===== src/rtl/calc_op_sequencer_if.sv =====
// ---------------------------------------------------------------------------
// calc_op_sequencer_if
// Handshake/operand bundle between the calculator state controller (master)
// and the multi-cycle arithmetic sequencer (slave).
//   i_start       one-cycle start pulse
//   i_arith_func  00 add, 01 sub, 10 mul, 11 div
//   i_s1/i_sign1  operand 1 magnitude / sign (1 = negative)
//   i_s2/i_sign2  operand 2 magnitude / sign
//   o_busy        operation in progress
//   o_done        one-cycle result-valid pulse
//   o_result      result magnitude, held until the next accepted start
//   o_sign        result sign
//   o_err         overflow or divide-by-zero
//   o_state       current sequencer state, for LED debug
// ---------------------------------------------------------------------------
interface calc_op_sequencer_if #(
  parameter int WIDTH = 40
);
  logic             i_start;
  logic [1:0]       i_arith_func;
  logic [WIDTH-1:0] i_s1;
  logic             i_sign1;
  logic [WIDTH-1:0] i_s2;
  logic             i_sign2;
  logic             o_busy;
  logic             o_done;
  logic [WIDTH-1:0] o_result;
  logic             o_sign;
  logic             o_err;
  logic [2:0]       o_state;

  modport master (
    output i_start, i_arith_func, i_s1, i_sign1, i_s2, i_sign2,
    input  o_busy, o_done, o_result, o_sign, o_err, o_state
  );

  modport slave (
    input  i_start, i_arith_func, i_s1, i_sign1, i_s2, i_sign2,
    output o_busy, o_done, o_result, o_sign, o_err, o_state
  );
endinterface


===== src/rtl/calc_op_sequencer.sv =====
// ---------------------------------------------------------------------------
// calc_op_sequencer
// Multi-cycle sign-magnitude arithmetic for the calculator. One shared
// adder/subtractor is sequenced through a single-pass add/sub, an MSB-first
// shift-add multiply, or an MSB-first restoring divide.
// Ports:
//   i_clk    system clock
//   i_reset  synchronous, active-high reset
//   bus      calc_op_sequencer_if.slave (start/operands in, result/status out)
//
// state  | code | meaning
// -------+------+-----------------------------------------------------------
// IDLE   |  0   | waiting for i_start; operands latched when it arrives
// LOAD   |  1   | fix sub sign, clear accumulator/counter, pick datapath
// ADDSUB |  2   | single signed-magnitude add/subtract
// MUL    |  3   | ITER shift-add steps, then one cycle moving product to mag
// DIV    |  4   | ITER restoring steps, then one cycle moving quotient to mag
// CHECK  |  5   | range/div-by-zero check, register visible result
// DONE   |  6   | o_done pulse, back to IDLE
// ---------------------------------------------------------------------------
module calc_op_sequencer #(
  parameter int WIDTH   = 40,
  parameter int ITER    = 20,
  parameter int MAX_VAL = 999999
) (
  input logic                i_clk,
  input logic                i_reset,
  calc_op_sequencer_if.slave bus
);

  typedef enum logic [2:0] {
    S_IDLE   = 3'd0,
    S_LOAD   = 3'd1,
    S_ADDSUB = 3'd2,
    S_MUL    = 3'd3,
    S_DIV    = 3'd4,
    S_CHECK  = 3'd5,
    S_DONE   = 3'd6
  } state_t;

  localparam int               CNT_W   = (ITER > 1) ? $clog2(ITER) : 1;
  localparam logic [CNT_W-1:0] CNT_TOP = CNT_W'(ITER - 1);
  localparam logic [WIDTH-1:0] MAX_MAG = WIDTH'(MAX_VAL);
  localparam logic [1:0]       F_SUB   = 2'b01;
  localparam logic [1:0]       F_DIV   = 2'b11;

  state_t            state, state_nxt;
  logic [ITER-1:0]   a_l, b_l;
  logic              sign1_l, sign2_l;
  logic [1:0]        func_l;
  logic [WIDTH-1:0]  acc;
  logic [WIDTH-1:0]  rem;
  logic [WIDTH-1:0]  mag;
  logic              res_sign;
  logic              err_l;
  logic [CNT_W-1:0]  cnt;
  logic              drain;

  // Only the low ITER operand bits take part; the rest are intentionally dropped.
  logic unused_upper;
  assign unused_upper = ^{bus.i_s1[WIDTH-1:ITER], bus.i_s2[WIDTH-1:ITER]};

  logic [WIDTH-1:0] a_ext, b_ext;
  logic             a_ge_b;
  logic [WIDTH-1:0] mul_shift, div_shift;
  assign a_ext     = {{(WIDTH-ITER){1'b0}}, a_l};
  assign b_ext     = {{(WIDTH-ITER){1'b0}}, b_l};
  assign a_ge_b    = (a_l >= b_l);
  assign mul_shift = {acc[WIDTH-2:0], 1'b0};
  assign div_shift = {rem[WIDTH-2:0], a_l[cnt]};

  // Shared adder/subtractor. With add_sub set, add_sum[WIDTH] is the
  // no-borrow flag (add_x >= add_y), which the divider uses as its quotient bit.
  logic [WIDTH-1:0] add_x, add_y;
  logic             add_sub;
  logic [WIDTH:0]   add_sum;
  assign add_sum = {1'b0, add_x} + {1'b0, (add_sub ? ~add_y : add_y)}
                 + {{WIDTH{1'b0}}, add_sub};

  always_comb begin
    add_x   = '0;
    add_y   = '0;
    add_sub = 1'b0;
    case (state)
      S_ADDSUB: begin
        if (sign1_l == sign2_l) begin
          add_x = a_ext;
          add_y = b_ext;
        end else if (a_ge_b) begin
          add_x   = a_ext;
          add_y   = b_ext;
          add_sub = 1'b1;
        end else begin
          add_x   = b_ext;
          add_y   = a_ext;
          add_sub = 1'b1;
        end
      end
      S_MUL: begin
        add_x = mul_shift;
        add_y = b_l[cnt] ? a_ext : '0;
      end
      S_DIV: begin
        add_x   = div_shift;
        add_y   = b_ext;
        add_sub = 1'b1;
      end
      default: ;
    endcase
  end

  // State register
  always_ff @(posedge i_clk) begin
    if (i_reset) state <= S_IDLE;
    else         state <= state_nxt;
  end

  // Next state and handshake outputs
  always_comb begin
    state_nxt  = state;
    bus.o_busy = 1'b0;
    bus.o_done = 1'b0;
    case (state)
      S_IDLE: begin
        if (bus.i_start) state_nxt = S_LOAD;
      end
      S_LOAD: begin
        bus.o_busy = 1'b1;
        case (func_l)
          2'b10:   state_nxt = S_MUL;
          2'b11:   state_nxt = (b_l == '0) ? S_CHECK : S_DIV;
          default: state_nxt = S_ADDSUB;
        endcase
      end
      S_ADDSUB: begin
        bus.o_busy = 1'b1;
        state_nxt  = S_CHECK;
      end
      S_MUL, S_DIV: begin
        bus.o_busy = 1'b1;
        if (drain) state_nxt = S_CHECK;
      end
      S_CHECK: begin
        bus.o_busy = 1'b1;
        state_nxt  = S_DONE;
      end
      S_DONE: begin
        bus.o_done = 1'b1;
        state_nxt  = S_IDLE;
      end
      default: state_nxt = S_IDLE;
    endcase
  end

  assign bus.o_state = state;

  // Datapath
  always_ff @(posedge i_clk) begin
    if (i_reset) begin
      a_l          <= '0;
      b_l          <= '0;
      sign1_l      <= 1'b0;
      sign2_l      <= 1'b0;
      func_l       <= 2'b00;
      acc          <= '0;
      rem          <= '0;
      mag          <= '0;
      res_sign     <= 1'b0;
      err_l        <= 1'b0;
      cnt          <= '0;
      drain        <= 1'b0;
      bus.o_result <= '0;
      bus.o_sign   <= 1'b0;
      bus.o_err    <= 1'b0;
    end else begin
      case (state)
        S_IDLE: begin
          if (bus.i_start) begin
            a_l     <= bus.i_s1[ITER-1:0];
            b_l     <= bus.i_s2[ITER-1:0];
            sign1_l <= bus.i_sign1;
            sign2_l <= bus.i_sign2;
            func_l  <= bus.i_arith_func;
          end
        end
        S_LOAD: begin
          // Subtraction is an add of the negated second operand.
          if (func_l == F_SUB) sign2_l <= ~sign2_l;
          acc      <= '0;
          rem      <= '0;
          mag      <= '0;
          cnt      <= CNT_TOP;
          drain    <= 1'b0;
          err_l    <= (func_l == F_DIV) && (b_l == '0);
          res_sign <= sign1_l ^ sign2_l;
        end
        S_ADDSUB: begin
          mag <= add_sum[WIDTH-1:0];
          if (sign1_l == sign2_l) res_sign <= sign1_l;
          else                    res_sign <= a_ge_b ? sign1_l : sign2_l;
        end
        S_MUL: begin
          if (!drain) begin
            acc <= add_sum[WIDTH-1:0];
            if (cnt == '0) drain <= 1'b1;
            else           cnt   <= cnt - 1'b1;
          end else begin
            mag <= acc;
          end
        end
        S_DIV: begin
          if (!drain) begin
            rem <= add_sum[WIDTH] ? add_sum[WIDTH-1:0] : div_shift;
            acc <= {acc[WIDTH-2:0], add_sum[WIDTH]};
            if (cnt == '0) drain <= 1'b1;
            else           cnt   <= cnt - 1'b1;
          end else begin
            mag <= acc;
          end
        end
        S_CHECK: begin
          if (err_l || (mag > MAX_MAG)) begin
            bus.o_result <= '0;
            bus.o_sign   <= 1'b0;
            bus.o_err    <= 1'b1;
          end else begin
            bus.o_result <= mag;
            bus.o_sign   <= res_sign && (mag != '0);
            bus.o_err    <= 1'b0;
          end
        end
        default: ;
      endcase
    end
  end

endmodule


===== src/flat_wrapper.sv =====
// flat-port wrapper written by rule: the top's interface ports become plain ports
module calc_op_sequencer_flat 
#(
  parameter int WIDTH   = 40,
  parameter int ITER    = 20,
  parameter int MAX_VAL = 999999
)
  (i_clk, i_reset, bus_i_start, bus_i_arith_func, bus_i_s1, bus_i_sign1, bus_i_s2, bus_i_sign2, bus_o_busy, bus_o_done, bus_o_result, bus_o_sign, bus_o_err, bus_o_state);
  calc_op_sequencer_if #(.WIDTH(WIDTH)) bus_i ();
  input logic i_clk;
  input logic i_reset;
  input wire logic [$bits(bus_i.i_start)-1:0] bus_i_start;
  input wire logic [$bits(bus_i.i_arith_func)-1:0] bus_i_arith_func;
  input wire logic [$bits(bus_i.i_s1)-1:0] bus_i_s1;
  input wire logic [$bits(bus_i.i_sign1)-1:0] bus_i_sign1;
  input wire logic [$bits(bus_i.i_s2)-1:0] bus_i_s2;
  input wire logic [$bits(bus_i.i_sign2)-1:0] bus_i_sign2;
  output wire logic [$bits(bus_i.o_busy)-1:0] bus_o_busy;
  output wire logic [$bits(bus_i.o_done)-1:0] bus_o_done;
  output wire logic [$bits(bus_i.o_result)-1:0] bus_o_result;
  output wire logic [$bits(bus_i.o_sign)-1:0] bus_o_sign;
  output wire logic [$bits(bus_i.o_err)-1:0] bus_o_err;
  output wire logic [$bits(bus_i.o_state)-1:0] bus_o_state;
  assign bus_i.i_start = bus_i_start;
  assign bus_i.i_arith_func = bus_i_arith_func;
  assign bus_i.i_s1 = bus_i_s1;
  assign bus_i.i_sign1 = bus_i_sign1;
  assign bus_i.i_s2 = bus_i_s2;
  assign bus_i.i_sign2 = bus_i_sign2;
  assign bus_o_busy = bus_i.o_busy;
  assign bus_o_done = bus_i.o_done;
  assign bus_o_result = bus_i.o_result;
  assign bus_o_sign = bus_i.o_sign;
  assign bus_o_err = bus_i.o_err;
  assign bus_o_state = bus_i.o_state;
  calc_op_sequencer #(.WIDTH(WIDTH), .ITER(ITER), .MAX_VAL(MAX_VAL)) u_core (.i_clk(i_clk), .i_reset(i_reset), .bus(bus_i));
endmodule

===== config.mk =====
export PLATFORM = sky130hd
export DESIGN_NAME = calc_op_sequencer_flat
export DESIGN_NICKNAME = d
export VERILOG_FILES = /design/src/rtl/calc_op_sequencer_if.sv /design/src/rtl/calc_op_sequencer.sv /design/src/flat_wrapper.sv
export SDC_FILE = /design/constraint.sdc
export NUM_CORES = 1
export LEC_CHECK = 0
export CAP_MARGIN = 15
export CORE_MARGIN = 4
export CORE_UTILIZATION = 58
export DETAILED_ROUTE_END_ITERATION = 10
export GPL_TIMING_DRIVEN = 0
export PLACE_DENSITY = 0.84
export SLEW_MARGIN = 25
export SYNTH_ARGS = -nofsm -noshare
export SYNTH_HDL_FRONTEND = slang
export SYNTH_SLANG_ARGS = --single-unit

===== constraint.sdc =====
create_clock -name i_clk -period 6.8 [get_ports i_clk]
set_input_delay 1.36 -clock i_clk [delete_from_list [all_inputs] [get_ports i_clk]]
set_output_delay 1.36 -clock i_clk [all_outputs]
set_load 0.005 [all_outputs]

== Word level (Yosys, flattened, before mapping) ==
Index checks and enable logic that the tools add are counted.
Widths: inputs -> output; s select.

* Latch bits: 0
* Input bits: 87
* Word-level logic and storage cells: 108
* Memories kept: 0
* Memory bits (writable): 0
* Flip-flop bits (word level): 216
* ROM bits: 0
* Output and inout bits: 47

* $mul: 0
* Add/sub/neg operators: 3
* Shift-type cells: 0
* Reductions and logical operators: 22
* Muxes and demuxes: 44
* Bitwise operators: 3
* Equality and inequality tests: 17
* Div/mod/pow operators: 0
* Order comparisons: 3

{| class="wikitable"
|+ Operators by type and width
! cell !! count
|-
| $pmux 40 s3 || 4
|-
| $mux 40 || 7
|-
| $mux 39 || 2
|-
| $pmux 39 s2 || 1
|-
| $mux 20 || 3
|-
| $add 40x40->41 || 1
|-
| $add 41x1->41 || 1
|-
| $gt 40x20->1 const B || 1
|-
| $not 40->40 || 1
|-
| $reduce_bool 40->1 || 1
|-
| $ge 20x20->1 || 1
|-
| $logic_not 20->1 || 1
|-
| $pmux 3 s5 || 1
|-
| $mux 1 || 14
|-
| $bmux 1 s5 || 2
|-
| $mux 5 || 2
|-
| $ne 2x2->1 const B || 5
|-
| $pmux 5 s2 || 1
|-
| $eq 3x3->1 const B || 3
|-
| $reduce_and 3->1 || 3
|-
| $pmux 1 s2 || 4
|-
| $reduce_and 2->1 || 4
|-
| $reduce_bool 2->1 || 4
|-
| $eq 3x2->1 const B || 2
|-
| other kinds (18) || 23
|}

== Longest topological paths before layout ==
* Depth in word-level cells: 11
* Gate-level depth with buffers: 27
* Gate-level depth less buffers: 24

== Least setup slack after synthesis ==
OpenSTA, ideal clock, no wires.

* Path kind: register to register
* Start point: register u_core.b_l[5]
* End point: register u_core.rem[32]
* Arrival: 5.004 ns
* Library setup time: 0.128 ns
* Setup slack: 1.668 ns
* Path buffers: 3
* Period minus slack after synthesis: 5.132 ns
* Data required time: 6.672 ns
* Cell stages (with the launch flop): 25
* Path through: dfxtp_1 > inv_1 > ha_1 > and4_4 > a221oi_1 > a211o_1 > nand3_2 > o21ai_1 > clkbuf_1 > a22oi_1 > xnor2_1 > ha_1 > buf_2 > nand4_1 > nor2_1 > nand3_1 > a21o_1 > and4_1 > o21ai_1 > nand2_2 > o21ai_4 > buf_6 > mux2_2 > a22oi_1 > nor2_1

* Cells in the longest elaborated chain, start to end: 11
* Elaborated cells between the ends (all ways): 17
* Classes of those cells: add/sub (2); order compare (1); mux (13); bitwise (1)

{| class="wikitable"
|+ Ends and longest elaborated chain
! item !! line !! RTL
|-
| from (decl) || calc_op_sequencer.sv:48 || <nowiki>logic [ITER-1:0] a_l, b_l;</nowiki>
|-
| from (signal assigned) || calc_op_sequencer.sv:180 || <nowiki>b_l <= bus.i_s2[ITER-1:0];</nowiki>
|-
| $ge 20x20->1 / $bmux 1 s5 (equally long branches) || calc_op_sequencer.sv:68, calc_op_sequencer.sv:101 ||
|-
| $mux 20 / $mux 1 (equally long branches) || calc_op_sequencer.sv:89, calc_op_sequencer.sv:101 ||
|-
| $mux 40 / $mux 20 (equally long branches) || calc_op_sequencer.sv:86, calc_op_sequencer.sv:101 ||
|-
| $pmux 40 s3 || calc_op_sequencer.sv:84 || <nowiki>case (state)</nowiki>
|-
| $not 40->40 || calc_op_sequencer.sv:77 || <nowiki>assign add_sum = {1'b0, add_x} + {1'b0, (add_sub ? ~add_y : add_y)}</nowiki>
|-
| $mux 40 || calc_op_sequencer.sv:77 ||
|-
| $add 40x40->41 * || calc_op_sequencer.sv:77 ||
|-
| $add 41x1->41 * || calc_op_sequencer.sv:78 || <nowiki>+ {{WIDTH{1'b0}}, add_sub};</nowiki>
|-
| $mux 39 * || calc_op_sequencer.sv:213 || <nowiki>rem <= add_sum[WIDTH] ? add_sum[WIDTH-1:0] : div_shift;</nowiki>
|-
| $mux 39 * || calc_op_sequencer.sv:212 || <nowiki>if (!drain) begin</nowiki>
|-
| $pmux 39 s2 * || calc_op_sequencer.sv:176 || <nowiki>case (state)</nowiki>
|-
| to (signal assigned) || calc_op_sequencer.sv:213 ||
|-
| to (decl) || calc_op_sequencer.sv:52 || <nowiki>logic [WIDTH-1:0] rem;</nowiki>
|}

Mark *: on every way between the ends. The rest lies on a longest branch, timed or not. The select of a mux whose other input is x is not followed.
A chain may end at the register's enable or synchronous reset.

== Worst setup path in the final report ==
* Start point: register u_core.b_l[15]
* End point: register u_core.rem[34]

The elaborated chain is that of the path after synthesis.

==> results <==
## through the flow
step | hold WS [ps] | instances
after global routing | 475 | 2052
after global placement | 440 | 2011
after floorplan | 434 | 1639
final | 457 | 2052
after CTS | 462 | 2052
after detailed placement | 444 | 2012
## path summary, 6_finish.rpt
kind                                        start                                   end  slack [ps]
max                   u_core.b_l[15]$_SDFFE_PP0P_           u_core.rem[34]$_SDFFE_PP0P_         430
min          u_core.bus.o_result[25]$_SDFFE_PP0P_  u_core.bus.o_result[25]$_SDFFE_PP0P_         460
min reg2reg  u_core.bus.o_result[25]$_SDFFE_PP0P_  u_core.bus.o_result[25]$_SDFFE_PP0P_         460
max reg2reg           u_core.b_l[15]$_SDFFE_PP0P_           u_core.rem[34]$_SDFFE_PP0P_         430
## cell usage after synthesis, drive strengths merged (4+ instances only)
| cell | n |
|---|---|
| a22o | 22 |
| dfxtp | 216 |
| o21ai | 71 |
| nor2 | 182 |
| nand2b | 17 |
| mux2i | 13 |
| a31oi | 14 |
| o21a | 13 |
| and2 | 30 |
| a21oi | 136 |
| a22oi | 71 |
| nand2 | 188 |
| and3 | 6 |
| a311o | 4 |
| nand4 | 15 |
| nor4 | 19 |
| o21bai | 6 |
| a2111oi | 4 |
| a211o | 6 |
| clkbuf | 103 |
| a31o | 9 |
| buf | 20 |
| nor2b | 13 |
| a221oi | 66 |
| ha | 61 |
| xnor2 | 35 |
| or3 | 5 |
| a211oi | 8 |
| and4 | 7 |
| a21o | 34 |
| inv | 37 |
| xor2 | 18 |
| nor3 | 85 |
| mux2 | 11 |
| o211ai | 5 |
| a32oi | 13 |
| nand3 | 24 |
| mux4 | 8 |
## registers in the layout, summed over array words and instances, names as in the netlist, 2 cells and up
| name | cells |
|---|---|
| u_core.bus.o_result | 40 |
| u_core.func_l | 2 |
| u_core.cnt | 5 |
| u_core.a_l | 20 |
| u_core.rem | 39 |
| u_core.mag | 40 |
| u_core.b_l | 20 |
| u_core.bus.o_state | 3 |
| u_core.acc | 40 |
## metal layers
metal	routed length, um	GRT usage
met1	16800	0.429
met4	2940	0.180
met3	4020	0.0535
met5	0	0
met2	19400	0.535
## where the power goes
part / leakage (uW) / internal, uW / switching [uW] / total (uW)
combinational: 0.00371 / 449 / 823 / 1270
sequential: 0.00176 / 1410 / 188 / 1600
clock: 0.000376 / 781 / 523 / 1300
## kinds of logic after synthesis
| logic type | after synthesis |
|---|---|
| flops | 216 |
| simple gates | 607 |
| compound gates | 509 |
| mux | 32 |
| xor+xnor | 53 |
| fa+ha+maj | 62 |
| buf+inv | 160 |
## cell type report
cell class	count	area, um^2
plain buffers	123	507
clock buffers	31	646
clock inverters	9	133
fillers	1867	6810
inverters	37	139
multi-input cells	1263	8180
flip-flops and latches	216	4320
well taps	280	350
repair buffers	93	941
## worst reg2reg max path: stages, from the launching register on
cell	delay, ps
dfxtp_1	460
inv_1	100
ha_1	330
a21oi_1	170
o21a_1	140
o2bb2ai_1	80
a211oi_2	440
nand3_2	270
o21ai_2	480
clkbuf_1	400
a22oi_1	210
xnor2_1	170
ha_1	280
buf_2	170
nand4_1	200
nor2_1	200
nand3_1	110
a21o_1	220
and4_1	240
o21ai_1	240
nand2_2	130
o21ai_4	410
buf_6	230
buf_4	250
mux2i_1	250
o21ai_0	90
## repair_timing
action                                  in CTS  in global routing
endpoints found under the setup margin       0                 23
hold buffers                                 0                  0
resized for setup                            0                  2
==> key figures <==
Outcome
  • Status: complete, no violations

Placement
  • DP Worst Slack: ~370 ps
  • HPWL after detailed placement: about 33000 um
  • Area after DPL: between 0.01 and 0.015 mm^2
  • PortBufs: 92
  • GP Congestion: ~1.0

Critical path
  • Crit-path max FO: 10
  • Critical Path RT: a little over 7000 ps
  • Crit-path leading delay family: compound AO/OA/AOI/OAI gates
  • Worst path depth: 25
  • Crit-path slowest cell: o21ai_2
  • WP buf/inv: 5
  • FF-to-FF path depth: 25
  • CP peak stage delay: ~480 ps
  • Startpoint types: flop
  • Critical path arrival: just under 7000 ps
  • CP most frequent cell: ha_1
  • Setup crit end kind: flop
  • Crit path kind: reg -> reg

Global route
  • GRT Overall Usage: 0.333
  • Largest net degree at the start of global routing: 28
  • Via count of the first global-routing pass: 12470
  • Overflow after GRT: 0
  • Number of antenna violations at the first check in global routing: 0
  • First-pass GRT wire length: approximately 67000 um

STA
  • Final setup viols: 0
  • Hold Vio Cnt, Final: 0
  • RSZ-0062 raised after global routing: false
  • Final count of pins violating max slew: 0
  • Worst-case clock skew: ~19 ps
  • Peak Freq: 0.157 GHz
  • TNS Setup: 0 ps
  • Final WS setup: 425 ps
  • Final worst path period share: 0.937
  • Rel. slew slack: 0.384
  • Measured slew at the worst slew-check pin: a little over 900 ps
  • Final worst path period need: between 6000 and 7000 ps

Final layout
  • Antenna fix cells: 0
  • Nets: approximately 1900
  • Most common cell after layout, fill and taps aside: dfxtp_1
  • Most frequent cells in the layout: dfxtp_1 (216), nand2_1 (186), nor2_1 (182), a21oi_1 (136), clkbuf_1 (105)
  • Area delta synth->final: 15.9%
  • Design area: 0.0152 mm^2
  • Layout cells sized above 1: 0.0649
  • Post-layout util: 0.691

Power and ir drop
  • Tot Pwr: around 4200 uW
  • Static leakage power: between 0.005 and 0.006 uW
  • VDD IR max: 0.200 mV
  • Pwr dens: ~270 mW/mm^2

Drt
  • Wirelength per Cell: around 21 um
  • Final WL: roughly 43000 um
  • Drt pass-1 iters: 9
  • ANT nets after route: 0
  • # DRC: 0
  • Vias per cell: 6.63
  • Via count: 13611
  • DR iter-0 viols: 1572

Job
  • Max Cap Viol: 0

Min path
  • Hold Path Class: reg -> reg
  • Worst hold path cell count: 1

Clock tree
  • Worst-path clk slew: roughly 60 ps
  • Htree depth: 1
  • Clock latency on the worst-skew pair: 510 ps
  • Clock Sinks: between 200 and 250
  • Post-CTS Setup Bufs: 0
  • CTS tree: yes
  • Root buf cell: clkbuf_16
  • CTS max path bufs: 3
  • CTS buffer count: 23

Die
  • Die area: approximately 0.025 mm^2
  • Core area: about 0.022 mm^2
  • Chip height: between 150 and 200 um
  • Starting Density: 0.596
  • I/O Pins: 134
  • Row cnt: between 50 and 60
  • Die X: 158 um

Logic synthesis
  • Cell area after synthesis: between 0.01 and 0.015 mm^2
  • Syn_nets: 1788
  • Syn Area/Cell: ~8 um^2
  • Post-Syn Instances: ~1600
  • Yosys warnings: 0
  • Adder-Cell Fraction of Synth Area: 0.0596
  • Post-synth top flop: dfxtp_1
  • Sequential area share after synthesis: 0.329
  • Main area contributors after synthesis: dfxtp_1 (33%), ha_1 (5.8%), nand2_1 (5.3%)
  • Mux share of post-synthesis cell area: 0.0336
  • Synth Area in Compound Gates: 0.276
  • Yosys reg bits: approximately 220
  • Xor-xnor portion of the synthesized cell area: 0.0376
  • Yosys top cell by area: dfxtp_1
  • Post-synth EDFFs: 0
  • Largest family of logic cells by synthesized area: compound AO/OA/AOI/OAI gates
  • Synth cell types: 89
  • Asr flop ratio synth: 0
  • Synth top area share: 0.329
  • Synth Area in Simple Gates: 0.215
Note: power is estimated with default switching activity, not from simulation.
